File: src/rtl/branch_predictor_btb_if.sv
// rtl/branch_predictor_btb_if.sv - IF-stage lookup and ID-stage training bus for the BTB
interface branch_predictor_btb_if #(
   parameter int XLEN = 32
);
   logic [XLEN-1:0] pc_f;
   logic            pred_taken_f;
   logic [XLEN-1:0] pred_target_f;
   logic            upd_valid_d;
   logic [XLEN-1:0] upd_pc_d;
   logic            upd_taken_d;
   logic [XLEN-1:0] upd_target_d;
   logic            pred_taken_d;
   logic [XLEN-1:0] pred_target_d;
   logic            stall_d;
   logic            mispredict_d;
   logic [XLEN-1:0] redirect_pc_d;

   modport master (
      output pc_f, upd_valid_d, upd_pc_d, upd_taken_d, upd_target_d,
             pred_taken_d, pred_target_d, stall_d,
      input  pred_taken_f, pred_target_f, mispredict_d, redirect_pc_d
   );

   modport slave (
      input  pc_f, upd_valid_d, upd_pc_d, upd_taken_d, upd_target_d,
             pred_taken_d, pred_target_d, stall_d,
      output pred_taken_f, pred_target_f, mispredict_d, redirect_pc_d
   );
endinterface

File: src/rtl/branch_predictor_btb.sv
// rtl/branch_predictor_btb.sv - direct-mapped BTB with 2-bit direction counters and event counters
module branch_predictor_btb #(
   parameter int XLEN    = 32,
   parameter int ENTRIES = 16,
   parameter int CNT_W   = 16
) (
   input  logic                  clk,
   input  logic                  rst,
   branch_predictor_btb_if.slave bus,
   output logic [CNT_W-1:0]      hit_cnt,
   output logic [CNT_W-1:0]      mispred_cnt
);
   localparam int IDX_W = $clog2(ENTRIES);
   localparam int TAG_W = XLEN - IDX_W - 2;
   localparam logic [XLEN-1:0] PC_STEP = XLEN'(4);

   logic             valid_q  [ENTRIES];
   logic [TAG_W-1:0] tag_q    [ENTRIES];
   logic [XLEN-1:0]  target_q [ENTRIES];
   logic [1:0]       ctr_q    [ENTRIES];

   logic [IDX_W-1:0] f_idx, u_idx;
   logic [TAG_W-1:0] f_tag, u_tag;
   logic             f_hit, u_hit, upd, mispredict;
   logic             wr_en_d;
   logic [1:0]       ctr_d;
   logic [XLEN-1:0]  target_d;
   logic [CNT_W-1:0] hit_cnt_q, hit_cnt_d, mispred_cnt_q, mispred_cnt_d;

   assign f_idx = bus.pc_f[IDX_W+1:2];
   assign f_tag = bus.pc_f[XLEN-1:IDX_W+2];
   assign u_idx = bus.upd_pc_d[IDX_W+1:2];
   assign u_tag = bus.upd_pc_d[XLEN-1:IDX_W+2];

   // Lookup reads registered contents only, so a same-cycle update is not visible yet.
   assign f_hit = !rst && valid_q[f_idx] && (tag_q[f_idx] == f_tag);
   assign u_hit = valid_q[u_idx] && (tag_q[u_idx] == u_tag);

   assign bus.pred_taken_f  = f_hit && ctr_q[f_idx][1];
   assign bus.pred_target_f = bus.pred_taken_f ? target_q[f_idx] : bus.pc_f + PC_STEP;

   assign upd        = bus.upd_valid_d && !bus.stall_d && !rst;
   assign mispredict = upd && ((bus.pred_taken_d != bus.upd_taken_d) ||
                               (bus.upd_taken_d && (bus.pred_target_d != bus.upd_target_d)));

   assign bus.mispredict_d  = mispredict;
   assign bus.redirect_pc_d = bus.upd_taken_d ? bus.upd_target_d : bus.upd_pc_d + PC_STEP;

   assign hit_cnt     = hit_cnt_q;
   assign mispred_cnt = mispred_cnt_q;

   always_comb begin
      wr_en_d  = 1'b0;
      ctr_d    = ctr_q[u_idx];
      target_d = target_q[u_idx];
      if (upd) begin
         if (u_hit) begin
            wr_en_d = 1'b1;
            if (bus.upd_taken_d) begin
               ctr_d    = (ctr_q[u_idx] == 2'b11) ? 2'b11 : ctr_q[u_idx] + 2'd1;
               target_d = bus.upd_target_d;
            end else begin
               ctr_d    = (ctr_q[u_idx] == 2'b00) ? 2'b00 : ctr_q[u_idx] - 2'd1;
            end
         end else if (bus.upd_taken_d) begin
            // Miss-taken replaces whatever aliased entry lives at this index.
            wr_en_d  = 1'b1;
            ctr_d    = 2'b10;
            target_d = bus.upd_target_d;
         end
      end
      hit_cnt_d     = (f_hit && (hit_cnt_q != '1)) ? hit_cnt_q + CNT_W'(1) : hit_cnt_q;
      mispred_cnt_d = (mispredict && (mispred_cnt_q != '1)) ? mispred_cnt_q + CNT_W'(1)
                                                            : mispred_cnt_q;
   end

   always_ff @(posedge clk) begin
      if (rst) begin
         for (int i = 0; i < ENTRIES; i++) begin
            valid_q[i]  <= 1'b0;
            tag_q[i]    <= '0;
            target_q[i] <= '0;
            ctr_q[i]    <= 2'b00;
         end
         hit_cnt_q     <= '0;
         mispred_cnt_q <= '0;
      end else begin
         if (wr_en_d) begin
            valid_q[u_idx]  <= 1'b1;
            tag_q[u_idx]    <= u_tag;
            target_q[u_idx] <= target_d;
            ctr_q[u_idx]    <= ctr_d;
         end
         hit_cnt_q     <= hit_cnt_d;
         mispred_cnt_q <= mispred_cnt_d;
      end
   end
endmodule

File: src/flat_wrapper.sv
// flat-port wrapper written by rule: the top's interface ports become plain ports
module branch_predictor_btb_flat 
#(
   parameter int XLEN    = 32,
   parameter int ENTRIES = 16,
   parameter int CNT_W   = 16
)
  (clk, rst, hit_cnt, mispred_cnt, bus_pc_f, bus_upd_valid_d, bus_upd_pc_d, bus_upd_taken_d, bus_upd_target_d, bus_pred_taken_d, bus_pred_target_d, bus_stall_d, bus_pred_taken_f, bus_pred_target_f, bus_mispredict_d, bus_redirect_pc_d);
  branch_predictor_btb_if #(.XLEN(XLEN)) bus_i ();
  input  logic clk;
  input  logic rst;
  output logic [CNT_W-1:0] hit_cnt;
  output logic [CNT_W-1:0] mispred_cnt;
  input wire logic [$bits(bus_i.pc_f)-1:0] bus_pc_f;
  input wire logic [$bits(bus_i.upd_valid_d)-1:0] bus_upd_valid_d;
  input wire logic [$bits(bus_i.upd_pc_d)-1:0] bus_upd_pc_d;
  input wire logic [$bits(bus_i.upd_taken_d)-1:0] bus_upd_taken_d;
  input wire logic [$bits(bus_i.upd_target_d)-1:0] bus_upd_target_d;
  input wire logic [$bits(bus_i.pred_taken_d)-1:0] bus_pred_taken_d;
  input wire logic [$bits(bus_i.pred_target_d)-1:0] bus_pred_target_d;
  input wire logic [$bits(bus_i.stall_d)-1:0] bus_stall_d;
  output wire logic [$bits(bus_i.pred_taken_f)-1:0] bus_pred_taken_f;
  output wire logic [$bits(bus_i.pred_target_f)-1:0] bus_pred_target_f;
  output wire logic [$bits(bus_i.mispredict_d)-1:0] bus_mispredict_d;
  output wire logic [$bits(bus_i.redirect_pc_d)-1:0] bus_redirect_pc_d;
  assign bus_i.pc_f = bus_pc_f;
  assign bus_i.upd_valid_d = bus_upd_valid_d;
  assign bus_i.upd_pc_d = bus_upd_pc_d;
  assign bus_i.upd_taken_d = bus_upd_taken_d;
  assign bus_i.upd_target_d = bus_upd_target_d;
  assign bus_i.pred_taken_d = bus_pred_taken_d;
  assign bus_i.pred_target_d = bus_pred_target_d;
  assign bus_i.stall_d = bus_stall_d;
  assign bus_pred_taken_f = bus_i.pred_taken_f;
  assign bus_pred_target_f = bus_i.pred_target_f;
  assign bus_mispredict_d = bus_i.mispredict_d;
  assign bus_redirect_pc_d = bus_i.redirect_pc_d;
  branch_predictor_btb #(.XLEN(XLEN), .ENTRIES(ENTRIES), .CNT_W(CNT_W)) u_core (.clk(clk), .rst(rst), .bus(bus_i), .hit_cnt(hit_cnt), .mispred_cnt(mispred_cnt));
endmodule
File: config.mk
export PLATFORM = sky130hd
export DESIGN_NAME = branch_predictor_btb_flat
export DESIGN_NICKNAME = d
export VERILOG_FILES = /design/src/rtl/branch_predictor_btb_if.sv /design/src/rtl/branch_predictor_btb.sv /design/src/flat_wrapper.sv
export SDC_FILE = /design/constraint.sdc
export NUM_CORES = 2
export LEC_CHECK = 0
export ABC_AREA = 1
export CAP_MARGIN = 20
export CORE_ASPECT_RATIO = 0.75
export CORE_MARGIN = 10
export CORE_UTILIZATION = 42
export DETAILED_ROUTE_END_ITERATION = 10
export MAX_ROUTING_LAYER = met4
export SYNTH_ARGS = -nofsm -noshare
export SYNTH_HDL_FRONTEND = slang
export SYNTH_SLANG_ARGS = --single-unit
File: constraint.sdc
create_clock -name clk -period 7.1 [get_ports clk]
set_input_delay 1.065 -clock clk [delete_from_list [all_inputs] [get_ports clk]]
set_output_delay 1.065 -clock clk [all_outputs]
set_load 0.01 [all_outputs]
==> out/qor.json <==
{
  "status": "finished with violations",
  "violations": "slew limit",
  "seq_area_um2": 29800,
  "postPlaceCellArea_um2": 57200,
  "timing.critical_path.from_type": "input pin",
  "drt_drc_violations_left": 0,
  "detail-route-antenna-nets": 0,
  "dp_hpwl_mm": 140,
  "gate_power_share_pct": 13.0,
  "setup_viol": 0,
  "rows": 112,
  "cts_buffer_depth": 3,
  "crit_chain": "clkbuf_8 > buf_4 > buf_4 > nor2_1 > nand2_1 > nand3_1 > nand3_1 > nand2_1 > nand2_1 > nand2_1 > nor2_1 > nand2_1 > nor2_1 > nand2_1 > nor2_1 > buf_4 > nand2_1 > nand2_1 > o21ai_0 > clkdlybuf4s50_1",
  "drt_iter0_drc": 8078,
  "ys_seq_area_share_pct": 56.2,
  "finalWorstPathRequiredPeriod_ps": 6520,
  "sw_frac_of_total_pct": 27.0,
  "yosys.cell_types.count": 44,
  "whs_ps": 454,
  "finalWirelength_mm": 223,
  "synth_edf_count": 960,
  "pwr-share-seq_pct": 46.9,
  "worstHoldPathCells": 2,
  "avgViaCountPerCell": 5.87,
  "compound_cell_area_share_of_the_yosys_netlist_pct": 11.0,
  "crit_path_end_kind": "output port",
  "fin_crit_sh_pct": 91.8,
  "critical_path_arrival_ps": 5450,
  "clock_latency_ps": 740,
  "cp_slowest_stage_delay_ps": 640,
  "hold_path.class": "flop to flop",
  "critical_path_required_ps": 6030,
  "wire_length_of_the_first_global_routing_pass_mm": 316,
  "synth-warning-count": 0,
  "cts.sink_count": 1008,
  "hold_violations": 0,
  "synth.area.mux_share_pct": 0,
  "post-route-cell-area_um2": 60800,
  "initial_antenna_violation_count": 15,
  "floorplan.io_pins": 232,
  "path_common_cell": "nand2_1",
  "worstPathMaxFanout": 47,
  "final.setup_skew_ps": 37.5,
  "cellLeakagePower_nw": 24.3,
  "fillCellCount": 11700,
  "postSynth.asyncResetShare_pct": 0,
  "drive_gt1_share_pct": 6.28,
  "synth_top_family_by_area": "simple AND/OR/NAND/NOR gates",
  "multiInputGateArea_um2": 19400,
  "ys_ff_latch": 1008,
  "synth-main-ff-cell": "edfxtp_1",
  "portBuffers": 231,
  "critical_path_cell_count": 20,
  "global_route.usage.total_pct": 31.3,
  "grt_start_max_net_pins": 200,
  "cp_slowest_cell": "buf_4",
  "core-area_um2": 125000,
  "ctsRootBufferMaster": "clkbuf_16",
  "layout.cells.most_common_list": "nor2_1, nand2_1, edfxtp_1",
  "fin_setup_tns_ps": 0,
  "synthesis.area_per_instance_um2": 8.37,
  "firstDrtPassIters": 9,
  "synth_xor_area_share_pct": 1.09,
  "synth_simple_gate_area_share_pct": 24.0,
  "die_height_um": 328,
  "ctsResizeCount": 0,
  "cts_setup_buffers": 0,
  "netlist_area_um2": 53000,
  "synth-adder-area-share_pct": 0.165,
  "max-slew-margin-rel_pct": -0.193,
  "routed-via-count": 47700,
  "postCtsHoldBufs": 0,
  "final_max_slew_viol_count": 1,
  "layout.cells.most_common": "nor2_1",
  "cap_violations": 0,
  "critPathBufInv": 5,
  "p_switching_mw": 3.96,
  "first_global_vias": 43800,
  "cts_inserted_buffers": 105,
  "r2r_cells": 12,
  "area_growth_syn_to_layout_pct": 14.7,
  "start_util_pct": 42.5,
  "worstSetupPathType": "input pin to output port",
  "clk_pin_slew_ps": 60,
  "place_congestion": 1.05,
  "power_density_nw_per_um2": 241,
  "cts_tree": "done",
  "residual_overflow_from_global_routing": 0,
  "fp.dieW_um": 430,
  "postSynthNetCount": 6481,
  "max_clock_freq_ghz": 0.153,
  "worst_pin_slew_ps": 1500,
  "clock_power_share_pct": 40.2,
  "grt_setup_unrepaired": "false",
  "internal_power_mw": 10.7,
  "cpLargestDelayFamily": "buffers and inverters",
  "ir_drop_uv": 224,
  "routedWlPerCell_um": 27.5,
  "fp.dieArea_um2": 141000,
  "htree_num_levels": 3,
  "nNetsFinal": 6514,
  "synthCells": 6340
}
==> flip-flops by register name, indices dropped and copies added (netlist names) <==
| signal | cells |
|---|---|
| u_core.target_q | 512 |
| u_core.tag_q | 416 |
| u_core.ctr_q | 32 |
| u_core.hit_cnt | 16 |
| u_core.mispred_cnt | 16 |
| u_core.valid_q | 16 |
==> routing by layer <==
metal,global-route usage [%],routed length (um)
met4,16.5,14000
met5,-,0
met3,8.34,30900
met1,41.7,86400
met2,43.5,92100
==> power by group through the flow <==
| stage | clock [mW] | combinational (mW) | sequential (mW) |
|---|---|---|---|
| floorplan | 0 | 0.980 | 6.98 |
| global placement | 0 | 1.82 | 6.99 |
| CTS | 5.92 | 1.84 | 6.87 |
| global route | 6.15 | 2.00 | 6.90 |
| detailed placement | 0 | 1.83 | 7.00 |
| finish | 5.89 | 1.90 | 6.88 |
==> metrics by stage <==
step,utilization (%),cells,setup WS [ps],total power [mW]
floorplan,-,6340,2860,7.96
global placement,45.8,7915,700,8.82
detailed placement,45.8,7918,735,8.83
CTS,48.7,8112,732,14.6
global route,48.7,8122,531,15.1
finish,48.7,8124,585,14.7
==> area by class of cell <==
type                            count  share of cell area [%]
Multi-Input combinational cell   4347                    31.9
Antenna cell                       11                  0.0452
Clock buffer                      131                    4.66
Inverter                          520                    3.25
Clock inverter                     63                    1.24
Sequential cell                  1008                    49.0
Tap cell                         1653                    3.40
Timing Repair Buffer              391                    6.58
==> worst register-to-register path, stage by stage, from the launching register on <==
cell	delay [ps]
edfxtp_1	390
o21ai_0	360
a21oi_1	180
or2_0	270
nor2_1	190
xor2_1	360
nand3_1	420
nor2_2	370
nand2_1	110
nand2_2	270
nand2_1	360
nand2_2	240
buf_12	220
==> Yosys cell counts, drive strengths merged (51+ instances only) <==
library cell	number	area [um^2]
inv	473	1780
xor2	55	482
nor2	1556	5860
edfxtp	960	28800
o211ai	76	571
nand2	1291	4850
nand3	292	1470
clkbuf	293	1100
o221ai	51	447
o22ai	88	551
buf	172	978
a21oi	206	1030
o21ai	584	2920
==> final timing paths <==
path	slack (ps)	to	startpoint
max reg2reg	3020	u_core.tag_q[9][13]	u_core.tag_q[12][12]
max	580	bus_pred_target_f[28]	bus_pc_f[3]
min reg2reg	450	u_core.valid_q[1]	u_core.valid_q[1]
min	450	u_core.valid_q[1]	u_core.valid_q[1]
==> kinds of logic after synthesis <==
logic type,Yosys count
compound gates,1037
simple gates,3237
xor+xnor,66
flops,1008
buf+inv,985
fa+ha+maj,7
(Power assumes the default switching activity.)
